File: src/rtl/router_1x3_if.sv
// router_1x3_if: byte stream in, three FIFO read ports out, plus busy/err status.
// master = packet source / reader side, slave = router side.
interface router_1x3_if #(
    parameter int WIDTH = 8
);
    logic             pkt_valid;
    logic [WIDTH-1:0] data_in;
    logic             read_enb_0;
    logic             read_enb_1;
    logic             read_enb_2;
    logic [WIDTH-1:0] data_out_0;
    logic [WIDTH-1:0] data_out_1;
    logic [WIDTH-1:0] data_out_2;
    logic             vld_out_0;
    logic             vld_out_1;
    logic             vld_out_2;
    logic             busy;
    logic             err;

    modport master (
        output pkt_valid, data_in, read_enb_0, read_enb_1, read_enb_2,
        input  data_out_0, data_out_1, data_out_2,
        input  vld_out_0, vld_out_1, vld_out_2, busy, err
    );

    modport slave (
        input  pkt_valid, data_in, read_enb_0, read_enb_1, read_enb_2,
        output data_out_0, data_out_1, data_out_2,
        output vld_out_0, vld_out_1, vld_out_2, busy, err
    );
endinterface

File: src/rtl/router_1x3.sv
// router_1x3: single-input byte packet router steering packets by header address
// into three independent output FIFOs, with XOR parity check on each packet.
// Optional unread-timeout flush per FIFO when ROUTER_SOFT_RESET_EN is defined.
//
// state           | meaning
// ----------------+--------------------------------------------------------
// DECODE          | idle, sample header byte and pick destination
// WAIT_EMPTY      | header held, waiting for destination FIFO to drain
// LOAD_FIRST      | write header, clear err, seed running parity
// LOAD_DATA       | accept payload bytes; parity byte ends the packet
// FULL            | destination full, one payload byte held
// LOAD_AFTER_FULL | write the held byte once a slot frees up
// LOAD_PARITY     | write the received parity byte
// CHECK_PARITY    | compare received vs running parity into err
module router_1x3 #(
    parameter int DEPTH   = 16,
    parameter int WIDTH   = 8,
    parameter int TIMEOUT = 30
) (
    input  logic        clock,
    input  logic        resetn,
    router_1x3_if.slave bus
);
    localparam int PW = $clog2(DEPTH);
    localparam int CW = PW + 1;
    localparam int TW = $clog2(TIMEOUT + 1);

`ifdef ROUTER_SOFT_RESET_EN
    localparam bit SOFT_RESET = 1'b1;
`else
    localparam bit SOFT_RESET = 1'b0;
`endif

    typedef enum logic [2:0] {
        DECODE, WAIT_EMPTY, LOAD_FIRST, LOAD_DATA,
        FULL, LOAD_AFTER_FULL, LOAD_PARITY, CHECK_PARITY
    } state_t;

    state_t state, state_nxt;

    logic [1:0]         addr_q;
    logic [WIDTH-1:0]   hdr_q, hold_q, rx_par_q, run_par_q;
    logic               err_q;

    logic [2:0]         rd_req, pop, push, empty, full, flush;
    logic [3*WIDTH-1:0] dout_all;

    logic               busy, wr_en, wr_hdr, serve_flush, decode_hit;
    logic [WIDTH-1:0]   wr_data;
    logic [1:0]         in_addr;

    // addr 3 never reaches a FIFO, so it reads as "not set" for any flag vector
    function automatic logic pick(input logic [2:0] v, input logic [1:0] a);
        case (a)
            2'd0:    pick = v[0];
            2'd1:    pick = v[1];
            2'd2:    pick = v[2];
            default: pick = 1'b0;
        endcase
    endfunction

    assign in_addr     = bus.data_in[1:0];
    assign rd_req      = {bus.read_enb_2, bus.read_enb_1, bus.read_enb_0};
    assign decode_hit  = (state == DECODE) && bus.pkt_valid && (in_addr != 2'd3);
    // WAIT_EMPTY is not aborted: its header was already taken from the source
    assign serve_flush = pick(flush, addr_q) && (state inside {LOAD_FIRST, LOAD_DATA,
                         FULL, LOAD_AFTER_FULL, LOAD_PARITY, CHECK_PARITY});

    // FSM state register
    always_ff @(posedge clock) begin
        if (resetn) state <= DECODE;
        else        state <= state_nxt;
    end

    // next state, busy and FIFO write controls
    always_comb begin
        state_nxt = state;
        busy      = 1'b1;
        wr_en     = 1'b0;
        wr_hdr    = 1'b0;
        wr_data   = bus.data_in;
        case (state)
            DECODE: begin
                busy = 1'b0;
                if (decode_hit)
                    state_nxt = pick(empty, in_addr) ? LOAD_FIRST : WAIT_EMPTY;
            end
            WAIT_EMPTY: begin
                if (pick(empty, addr_q)) state_nxt = LOAD_FIRST;
            end
            LOAD_FIRST: begin
                wr_en     = 1'b1;
                wr_hdr    = 1'b1;
                wr_data   = hdr_q;
                state_nxt = LOAD_DATA;
            end
            LOAD_DATA: begin
                busy = 1'b0;
                if (!bus.pkt_valid)
                    state_nxt = LOAD_PARITY;
                else if (pick(full, addr_q) && !pick(pop, addr_q))
                    state_nxt = FULL;
                else
                    wr_en = 1'b1;
            end
            FULL: begin
                if (!pick(full, addr_q)) state_nxt = LOAD_AFTER_FULL;
            end
            LOAD_AFTER_FULL: begin
                wr_en     = 1'b1;
                wr_data   = hold_q;
                state_nxt = bus.pkt_valid ? LOAD_DATA : LOAD_PARITY;
            end
            LOAD_PARITY: begin
                // a reader may have left the FIFO full after the held byte went in
                wr_data = rx_par_q;
                if (!pick(full, addr_q) || pick(pop, addr_q)) begin
                    wr_en     = 1'b1;
                    state_nxt = CHECK_PARITY;
                end
            end
            CHECK_PARITY: state_nxt = DECODE;
            default:      state_nxt = DECODE;
        endcase
        if (serve_flush) begin
            wr_en     = 1'b0;
            state_nxt = DECODE;
        end
    end

    // header capture, held byte, parity tracking and err
    always_ff @(posedge clock) begin
        if (resetn) begin
            addr_q    <= '0;
            hdr_q     <= '0;
            hold_q    <= '0;
            rx_par_q  <= '0;
            run_par_q <= '0;
            err_q     <= 1'b0;
        end else begin
            if (decode_hit) begin
                hdr_q  <= bus.data_in;
                addr_q <= in_addr;
            end
            case (state)
                LOAD_FIRST: begin
                    err_q     <= 1'b0;
                    run_par_q <= hdr_q;
                end
                LOAD_DATA: begin
                    if (!bus.pkt_valid)  rx_par_q  <= bus.data_in;
                    else if (wr_en)      run_par_q <= run_par_q ^ bus.data_in;
                    else                 hold_q    <= bus.data_in;
                end
                LOAD_AFTER_FULL: begin
                    // source has been held by busy, so data_in is its next byte
                    run_par_q <= run_par_q ^ hold_q;
                    if (!bus.pkt_valid) rx_par_q <= bus.data_in;
                end
                CHECK_PARITY: begin
                    if (!serve_flush) err_q <= (rx_par_q != run_par_q);
                end
                default: ;
            endcase
        end
    end

    for (genvar n = 0; n < 3; n++) begin : g_fifo
        logic [WIDTH:0]   mem [DEPTH];
        logic [PW-1:0]    wr_ptr, rd_ptr;
        logic [CW-1:0]    count;
        logic [WIDTH-1:0] dout_q;
        logic [TW-1:0]    tmr;
        logic             stale;

        assign empty[n] = (count == '0);
        assign full[n]  = (count == CW'(DEPTH));
        assign pop[n]   = rd_req[n] && !empty[n];
        assign push[n]  = wr_en && (addr_q == 2'(n));
        assign stale    = !empty[n] && !rd_req[n];
        assign flush[n] = SOFT_RESET && stale && (tmr == '0);
        assign dout_all[n*WIDTH +: WIDTH] = dout_q;

        // storage; bit WIDTH tags the header entry
        always_ff @(posedge clock) begin
            if (push[n]) mem[wr_ptr] <= {wr_hdr, wr_data};
        end

        // pointers, occupancy count and registered read data
        always_ff @(posedge clock) begin
            if (resetn) begin
                wr_ptr <= '0;
                rd_ptr <= '0;
                count  <= '0;
                dout_q <= '0;
            end else if (flush[n]) begin
                wr_ptr <= '0;
                rd_ptr <= '0;
                count  <= '0;
            end else begin
                if (push[n]) wr_ptr <= wr_ptr + PW'(1);
                if (pop[n]) begin
                    rd_ptr <= rd_ptr + PW'(1);
                    dout_q <= mem[rd_ptr][WIDTH-1:0];
                end
                count <= count + CW'(push[n]) - CW'(pop[n]);
            end
        end

        // unread-timeout down-counter; terminal count on the TIMEOUT-th stale clock
        always_ff @(posedge clock) begin
            if (resetn || !stale || tmr == '0) tmr <= TW'(TIMEOUT - 1);
            else                               tmr <= tmr - TW'(1);
        end
    end

    assign bus.data_out_0 = dout_all[0*WIDTH +: WIDTH];
    assign bus.data_out_1 = dout_all[1*WIDTH +: WIDTH];
    assign bus.data_out_2 = dout_all[2*WIDTH +: WIDTH];
    assign bus.vld_out_0  = !empty[0];
    assign bus.vld_out_1  = !empty[1];
    assign bus.vld_out_2  = !empty[2];
    assign bus.busy       = busy;
    assign bus.err        = err_q;
endmodule

File: src/flat_wrapper.sv
// flat-port wrapper written by rule: the top's interface ports become plain ports
module router_1x3_flat 
#(
    parameter int DEPTH   = 16,
    parameter int WIDTH   = 8,
    parameter int TIMEOUT = 30
)
  (clock, resetn, bus_pkt_valid, bus_data_in, bus_read_enb_0, bus_read_enb_1, bus_read_enb_2, bus_data_out_0, bus_data_out_1, bus_data_out_2, bus_vld_out_0, bus_vld_out_1, bus_vld_out_2, bus_busy, bus_err);
  router_1x3_if #(.WIDTH(WIDTH)) bus_i ();
  input  logic clock;
  input  logic resetn;
  input wire logic [$bits(bus_i.pkt_valid)-1:0] bus_pkt_valid;
  input wire logic [$bits(bus_i.data_in)-1:0] bus_data_in;
  input wire logic [$bits(bus_i.read_enb_0)-1:0] bus_read_enb_0;
  input wire logic [$bits(bus_i.read_enb_1)-1:0] bus_read_enb_1;
  input wire logic [$bits(bus_i.read_enb_2)-1:0] bus_read_enb_2;
  output wire logic [$bits(bus_i.data_out_0)-1:0] bus_data_out_0;
  output wire logic [$bits(bus_i.data_out_1)-1:0] bus_data_out_1;
  output wire logic [$bits(bus_i.data_out_2)-1:0] bus_data_out_2;
  output wire logic [$bits(bus_i.vld_out_0)-1:0] bus_vld_out_0;
  output wire logic [$bits(bus_i.vld_out_1)-1:0] bus_vld_out_1;
  output wire logic [$bits(bus_i.vld_out_2)-1:0] bus_vld_out_2;
  output wire logic [$bits(bus_i.busy)-1:0] bus_busy;
  output wire logic [$bits(bus_i.err)-1:0] bus_err;
  assign bus_i.pkt_valid = bus_pkt_valid;
  assign bus_i.data_in = bus_data_in;
  assign bus_i.read_enb_0 = bus_read_enb_0;
  assign bus_i.read_enb_1 = bus_read_enb_1;
  assign bus_i.read_enb_2 = bus_read_enb_2;
  assign bus_data_out_0 = bus_i.data_out_0;
  assign bus_data_out_1 = bus_i.data_out_1;
  assign bus_data_out_2 = bus_i.data_out_2;
  assign bus_vld_out_0 = bus_i.vld_out_0;
  assign bus_vld_out_1 = bus_i.vld_out_1;
  assign bus_vld_out_2 = bus_i.vld_out_2;
  assign bus_busy = bus_i.busy;
  assign bus_err = bus_i.err;
  router_1x3 #(.DEPTH(DEPTH), .WIDTH(WIDTH), .TIMEOUT(TIMEOUT)) u_core (.clock(clock), .resetn(resetn), .bus(bus_i));
endmodule
File: config.mk
export PLATFORM = sky130hd
export DESIGN_NAME = router_1x3_flat
export DESIGN_NICKNAME = d
export VERILOG_FILES = /design/src/rtl/router_1x3_if.sv /design/src/rtl/router_1x3.sv /design/src/flat_wrapper.sv
export SDC_FILE = /design/constraint.sdc
export NUM_CORES = 1
export LEC_CHECK = 0
export ABC_AREA = 1
export BUFFER_PORTS_ARGS = -buffer_cell sky130_fd_sc_hd__buf_2
export CAP_MARGIN = 20
export CORE_UTILIZATION = 45
export DETAILED_ROUTE_END_ITERATION = 16
export GPL_TIMING_DRIVEN = 0
export PLACE_DENSITY = 0.68
export SETUP_SLACK_MARGIN = 0.4
export SLEW_MARGIN = 40
export SYNTH_ARGS = -nofsm -noshare
export SYNTH_HDL_FRONTEND = slang
export SYNTH_SLANG_ARGS = --single-unit
File: constraint.sdc
create_clock -name clock -period 4.3 [get_ports clock]
set_input_delay 0.645 -clock clock [delete_from_list [all_inputs] [get_ports clock]]
set_output_delay 0.645 -clock clock [all_outputs]
set_load 0.02 [all_outputs]
== Word level (Yosys, flattened, before mapping) ==
Memory sizes are Yosys's and may differ from the RTL's. A register that Yosys moved wholly into a read port is not among the register bits.
Index checks and enable logic that the tools add are counted.

* Output and inout port bits: 29
* Memories: 3
* Bits of input ports: 14
* Bits in registers: 77
* RAM bits: 432
* Word-level logic and storage cells: 128

* Eq/ne operators: 23
* Bitwise gates (word level): 4
* Mux-type cells: 40
* Reduce and logical (&&, ||, !) cells: 30
* Add/subtract/negate cells: 12

{| class="wikitable"
|+ Memory list
! memory !! words !! bits a word !! read ports !! clocked after memory_dff !! write ports !! RTL line !! source
|-
| u_core.g_fifo[0].mem || 16 || 9 || 1 || 1 || 1 || router_1x3.sv:169 || <nowiki>logic [WIDTH:0] mem [DEPTH];</nowiki>
|-
| u_core.g_fifo[1].mem || 16 || 9 || 1 || 1 || 1 || router_1x3.sv:169 ||
|-
| u_core.g_fifo[2].mem || 16 || 9 || 1 || 1 || 1 || router_1x3.sv:169 ||
|}

{| class="wikitable"
|+ Operators by type and width
! kind !! number
|-
| one-hot mux 8 bit (3 select lines) || 2
|-
| adder 4 x 1 -> 4 bit, second input constant || 6
|-
| one-hot mux 3 bit (8 select lines) || 1
|-
| two-way mux 1 bit || 21
|-
| two-way mux 3 bit || 7
|-
| two-way mux 8 bit || 2
|-
| bitwise XOR 8 bit || 2
|-
| adder 5 x 1 -> 5 bit || 3
|-
| == test 5 bit, second input constant || 3
|-
| logical NOT 5 bit || 3
|-
| one-hot mux 1 bit (3 select lines) || 5
|-
| subtractor 5 x 1 -> 5 bit || 3
|-
| == test 3 bit, second input constant || 4
|-
| logical AND 1 bit || 9
|-
| inequality test 2 bit, second input constant || 4
|-
| inequality test 8 bit || 1
|-
| == test 3 x 2 -> 1 bit, second input constant || 2
|-
| inequality test 2 x 1 -> 1 bit, second input constant || 3
|-
| AND reduction 3 bit || 2
|-
| OR reduction 2 bit || 3
|-
| logical NOT 1 bit || 5
|-
| AND reduction 5 bit || 1
|-
| == test 2 x 1 -> 1 bit, second input constant || 2
|-
| == test 2 bit, second input constant || 2
|-
| other kinds (11) || 13
|}

== Depth between registers and ports, before layout ==
* Depth after elaboration: 14
* Depth in mapped cells: 22
* Gate-level depth less buffers: 21

== Worst setup path before layout ==
No wires, ideal clock.

* Path type: register -> register
* From: reg u_core.g_fifo[1].count[2]
* To: reg u_core.g_fifo[2].count[4]
* Buffers on the path: 1
* Clock period less this slack: 3038 ps
* Path slack: 1262 ps
* Data required time: 4172 ps
* Data arrival time: 2910 ps
* Stages on the path, launching flop included: 23
* Setup time: 128 ps
* Path through: dfxtp_1 inv_1 ha_1 inv_1 nor2_2 nand2_1 nand3_1 nand2_1 nor2_2 nand3_2 nand2_4 nand2_8 nand2_4 buf_4 ha_1 inv_1 ha_1 inv_1 fa_1 nor3_1 a211oi_1 o21ai_0 a21oi_1

* Word-level cells in the longest chain between the ends: 14
* Elaborated cells between the ends (all ways): 23
* Those cells by class: add/sub (2); eq/ne (1); mux (12); reduce/logical (8)

{| class="wikitable"
|+ RTL lines
! item !! RTL line !! source
|-
| from (decl) || router_1x3.sv:171 || <nowiki>logic [CW-1:0] count;</nowiki>
|-
| from (signal assigned) || router_1x3.sv:206 || <nowiki>count <= count + CW'(push[n]) - CW'(pop[n]);</nowiki>
|-
| logical NOT 5 bit * || router_1x3.sv:176 || <nowiki>assign empty[n] = (count == '0);</nowiki>
|-
| logical NOT 1 bit * || -- ||
|-
| net bus_vld_out_1 || flat_wrapper.sv:21 || <nowiki>output wire logic [$bits(bus_i.vld_out_1)-1:0] bus_vld_out_1;</nowiki>
|-
| logical AND 1 bit * || router_1x3.sv:178 || <nowiki>assign pop[n] = rd_req[n] && !empty[n];</nowiki>
|-
| one-hot mux 1 bit (3 select lines) * || router_1x3.sv:54 || <nowiki>case (a)</nowiki>
|-
| two-way mux 1 bit || router_1x3.sv:99 || <nowiki>if (!bus.pkt_valid)</nowiki>
|-
| two-way mux 1 bit || router_1x3.sv:82 || <nowiki>case (state)</nowiki>
|-
| logical NOT 1 bit || router_1x3.sv:101 || <nowiki>else if (pick(full, addr_q) && !pick(pop, addr_q))</nowiki>
|-
| logical AND 1 bit || router_1x3.sv:101 ||
|-
| two-way mux 1 bit || router_1x3.sv:101 ||
|-
| two-way mux 1 bit || router_1x3.sv:99 ||
|-
| one-hot mux 1 bit (3 select lines) * || router_1x3.sv:82 ||
|-
| logical AND 1 bit * || router_1x3.sv:179 || <nowiki>assign push[n] = wr_en && (addr_q == 2'(n));</nowiki>
|-
| adder 5 x 1 -> 5 bit * || router_1x3.sv:206 ||
|-
| subtractor 5 x 1 -> 5 bit * || router_1x3.sv:206 ||
|-
| to (signal assigned) || router_1x3.sv:206 ||
|-
| to (decl) || router_1x3.sv:171 ||
|}

Mark *: on every way through the listed nets, which the timed path passes. The rest lies on a longest branch. The select of a mux whose other input is x is not followed.
A chain may end at the register's enable or synchronous reset.

==> metrics.txt <==
synthesized area=0.0206 mm2; Die Width=216 um; drt first pass iters=6; TritonCTS clock tree=done; Distinct cells, synth=39; share of layout cells above drive strength 1=11.8%; dpl hpwl=36600 um; residual DRC count=0; cts repair resizes=0; hold crit path type=in -> reg; syn_area_per_cell=11.0 um2; All-Layer GR Usage=22.9%; Final Slew Violations=0; placed cell area=0.0222 mm2; CTS max path bufs=3; final instance area=0.0237 mm2; dpl cells=2535; RD Place Congestion=0.935; per-cell routed wire length=20.3 um; Slew Limit Headroom=40.2%; Final Util=52.2%; final hold violations=0; Die Ht=216 um; Post-Syn Nets=1932; vias in the first global route=14500; ratio of final minimum period to clock period=83.7%; Required @ worst endpoint=4.76 ns; Ports=43; worst slew pin tran=0.898 ns; fin nets=2039; vias after detailed routing=14800; VDD IR-drop max=0.394 mV; PnR worst setup slack=0.699 ns; Worst-Skew Late Latency=0.60 ns; yosys warns=0; Worst Path Arrival=4.06 ns; Synth Register Bits=483; clock tree sinks=483; non-filler cells, final=2623; initial antenna violation count=0; core area=0.0453 mm2; min-delay src=bus_data_in[4]; # diodes=0; Post-Syn Instances=1878; status=completed; clock skew=0.0230 ns; Post-Route WL=53200 um; largest net degree at the start of global routing=41; Setup crit end kind=register; Reg clk slew, reported paths=0.06 ns; IO buf count=42; num rows=78; fmax=278 MHz; full die area=0.0466 mm2; first-pass GRT wire length=81900 um; Remaining Overflow, GRT=0; asr flop ratio synth=0%; DRT antenna net count=0; CTS Root Cell=clkbuf_16; Max Cap Viol=0; sequential area share after synthesis=65.6%; Setup Crit Path Kind=reg -> reg; number of synthesized flops with an enable pin=384; Iteration-0 DRC Markers=1528; Main synth FF type=edfxtp_1; Startpoint Class=register; P&R area growth vs syn=14.8%; setup TNS=0 ns; H-tree depth=2; reg2reg start=u_core.hdr_q[0]; LEAKAGE=0.00825 uW; Starting Density=45.5%; Hold Buf Count CTS=0; Final setup viols=0; clock buffers created by TritonCTS=48; min Tclk post-route=3.60 ns; unrepaired setup endpoints after global routing=false; Critical Path Source=u_core.hdr_q[0]; Post-CTS Setup Bufs=0; Pwr Density=584 mW/mm2; Via density=5.65; Crit Path Max Fanout=10; pre-CTS setup slack=0.745 ns
worst max-delay path, cell delays in order (launching register included):
cell and delay (ns):
dfxtp_1 0.35, inv_1 0.16, ha_1 0.17, buf_2 0.24, nand2_1 0.08, nand2_1 0.06
nand3_1 0.10, nand2_1 0.16, nand3_2 0.13, nand2_4 0.12, nand2_8 0.10, nand2_4 0.09
buf_4 0.21, ha_1 0.26, inv_1 0.06, ha_1 0.15, inv_1 0.06, fa_1 0.44
nor3_1 0.23, a211oi_1 0.08, o21ai_0 0.16, a21oi_1 0.06
cells in the mapped netlist (24+ instances only):
cell	number	area (um2)
nand2_1	129	484
nand3_1	89	445
o22ai_1	24	150
buf_2	25	125
dfxtp_1	99	1980
o21ai_0	245	1230
o211ai_1	103	773
nor3_1	52	260
ha_1	37	463
edfxtp_1	384	11500
clkbuf_1	71	267
nor2_1	293	1100
inv_1	147	552
a21oi_1	76	380
layout by cell type (no fill, tap or decap), drive strengths merged:
cell	count
a211oi	2
a21oi	76
a22oi	5
a31oi	1
buf	94
bufinv	2
clkbuf	139
clkinv	21
dfxtp	99
edfxtp	384
fa	3
ha	37
inv	152
nand2	138
nand3	90
nand4	9
nor2	305
nor3	52
nor4	1
o2111ai	3
o211ai	103
o21ai	248
o21bai	1
o221ai	19
o22ai	24
or2	2
xnor2	5
xor2	8
flip-flops by register name (all words and copies together), names as in the netlist:
| register | cells |
|---|---|
| u_core.bus.data_out_0 | 8 |
| u_core.bus.data_out_1 | 8 |
| u_core.bus.data_out_2 | 8 |
| u_core.bus.err | 1 |
| u_core.g_fifo.count | 15 |
| u_core.g_fifo.mem | 384 |
| u_core.g_fifo.rd_ptr | 12 |
| u_core.g_fifo.wr_ptr | 12 |
| u_core.hdr_q | 8 |
| u_core.hold_q | 8 |
| u_core.run_par_q | 8 |
| u_core.rx_par_q | 8 |
| u_core.state | 3 |
final timing paths:
| kind | to | slack, ns | depth (start not counted) |
|---|---|---|---|
| min reg2reg | u_core.hold_q[3] | 0.46 | 2 |
| max | u_core.g_fifo[2].count[4] | 0.70 | 21 |
| max reg2reg | u_core.g_fifo[2].count[4] | 0.70 | 21 |
| min | u_core.rx_par_q[4] | 0.35 | 3 |
per-stage QoR:
step           total power (uW)  hold slack (ns)
4_1_cts                   13800            0.326
5_1_grt                   14500            0.350
3_5_place_dp               9840            0.442
2_1_floorplan              8360            0.424
6_report                  13800            0.353
3_3_place_gp               9600            0.433
layer usage:
layer	routed length [um]	global-route usage (%)
met1	22300	30.7
met2	25000	37.2
met3	4060	4.21
met4	1810	8.24
met5	0	0
power breakdown:
| group | internal, uW | switching (uW) | leakage, uW | total (uW) |
|---|---|---|---|---|
| sequential | 5620 | 178 | 0.00428 | 5800 |
| combinational | 1200 | 2790 | 0.00325 | 3990 |
| clock | 2270 | 1750 | 0.000728 | 4020 |
logic make-up after synthesis:
group / Yosys count / share of synthesized area (%)
buffers and inverters: 263 / 5.27
and+or+nand+nor: 597 / 12.4
xor gates and xnor gates: 13 / 0.553
AOI/OAI and AO/OA: 482 / 13.6
adders and majority gates: 40 / 2.54
DFF: 483 / 65.6
area by class of cell:
cell class | count | area (um2)
inverters | 155 | 582
repair buffers | 57 | 458
well taps | 600 | 751
clock inverters | 20 | 154
plain buffers | 108 | 504
fillers | 3931 | 21600
clock buffers | 68 | 1330
flip-flops and latches | 483 | 13500
multi-input cells | 1132 | 6370
(Power assumes the default switching activity.)
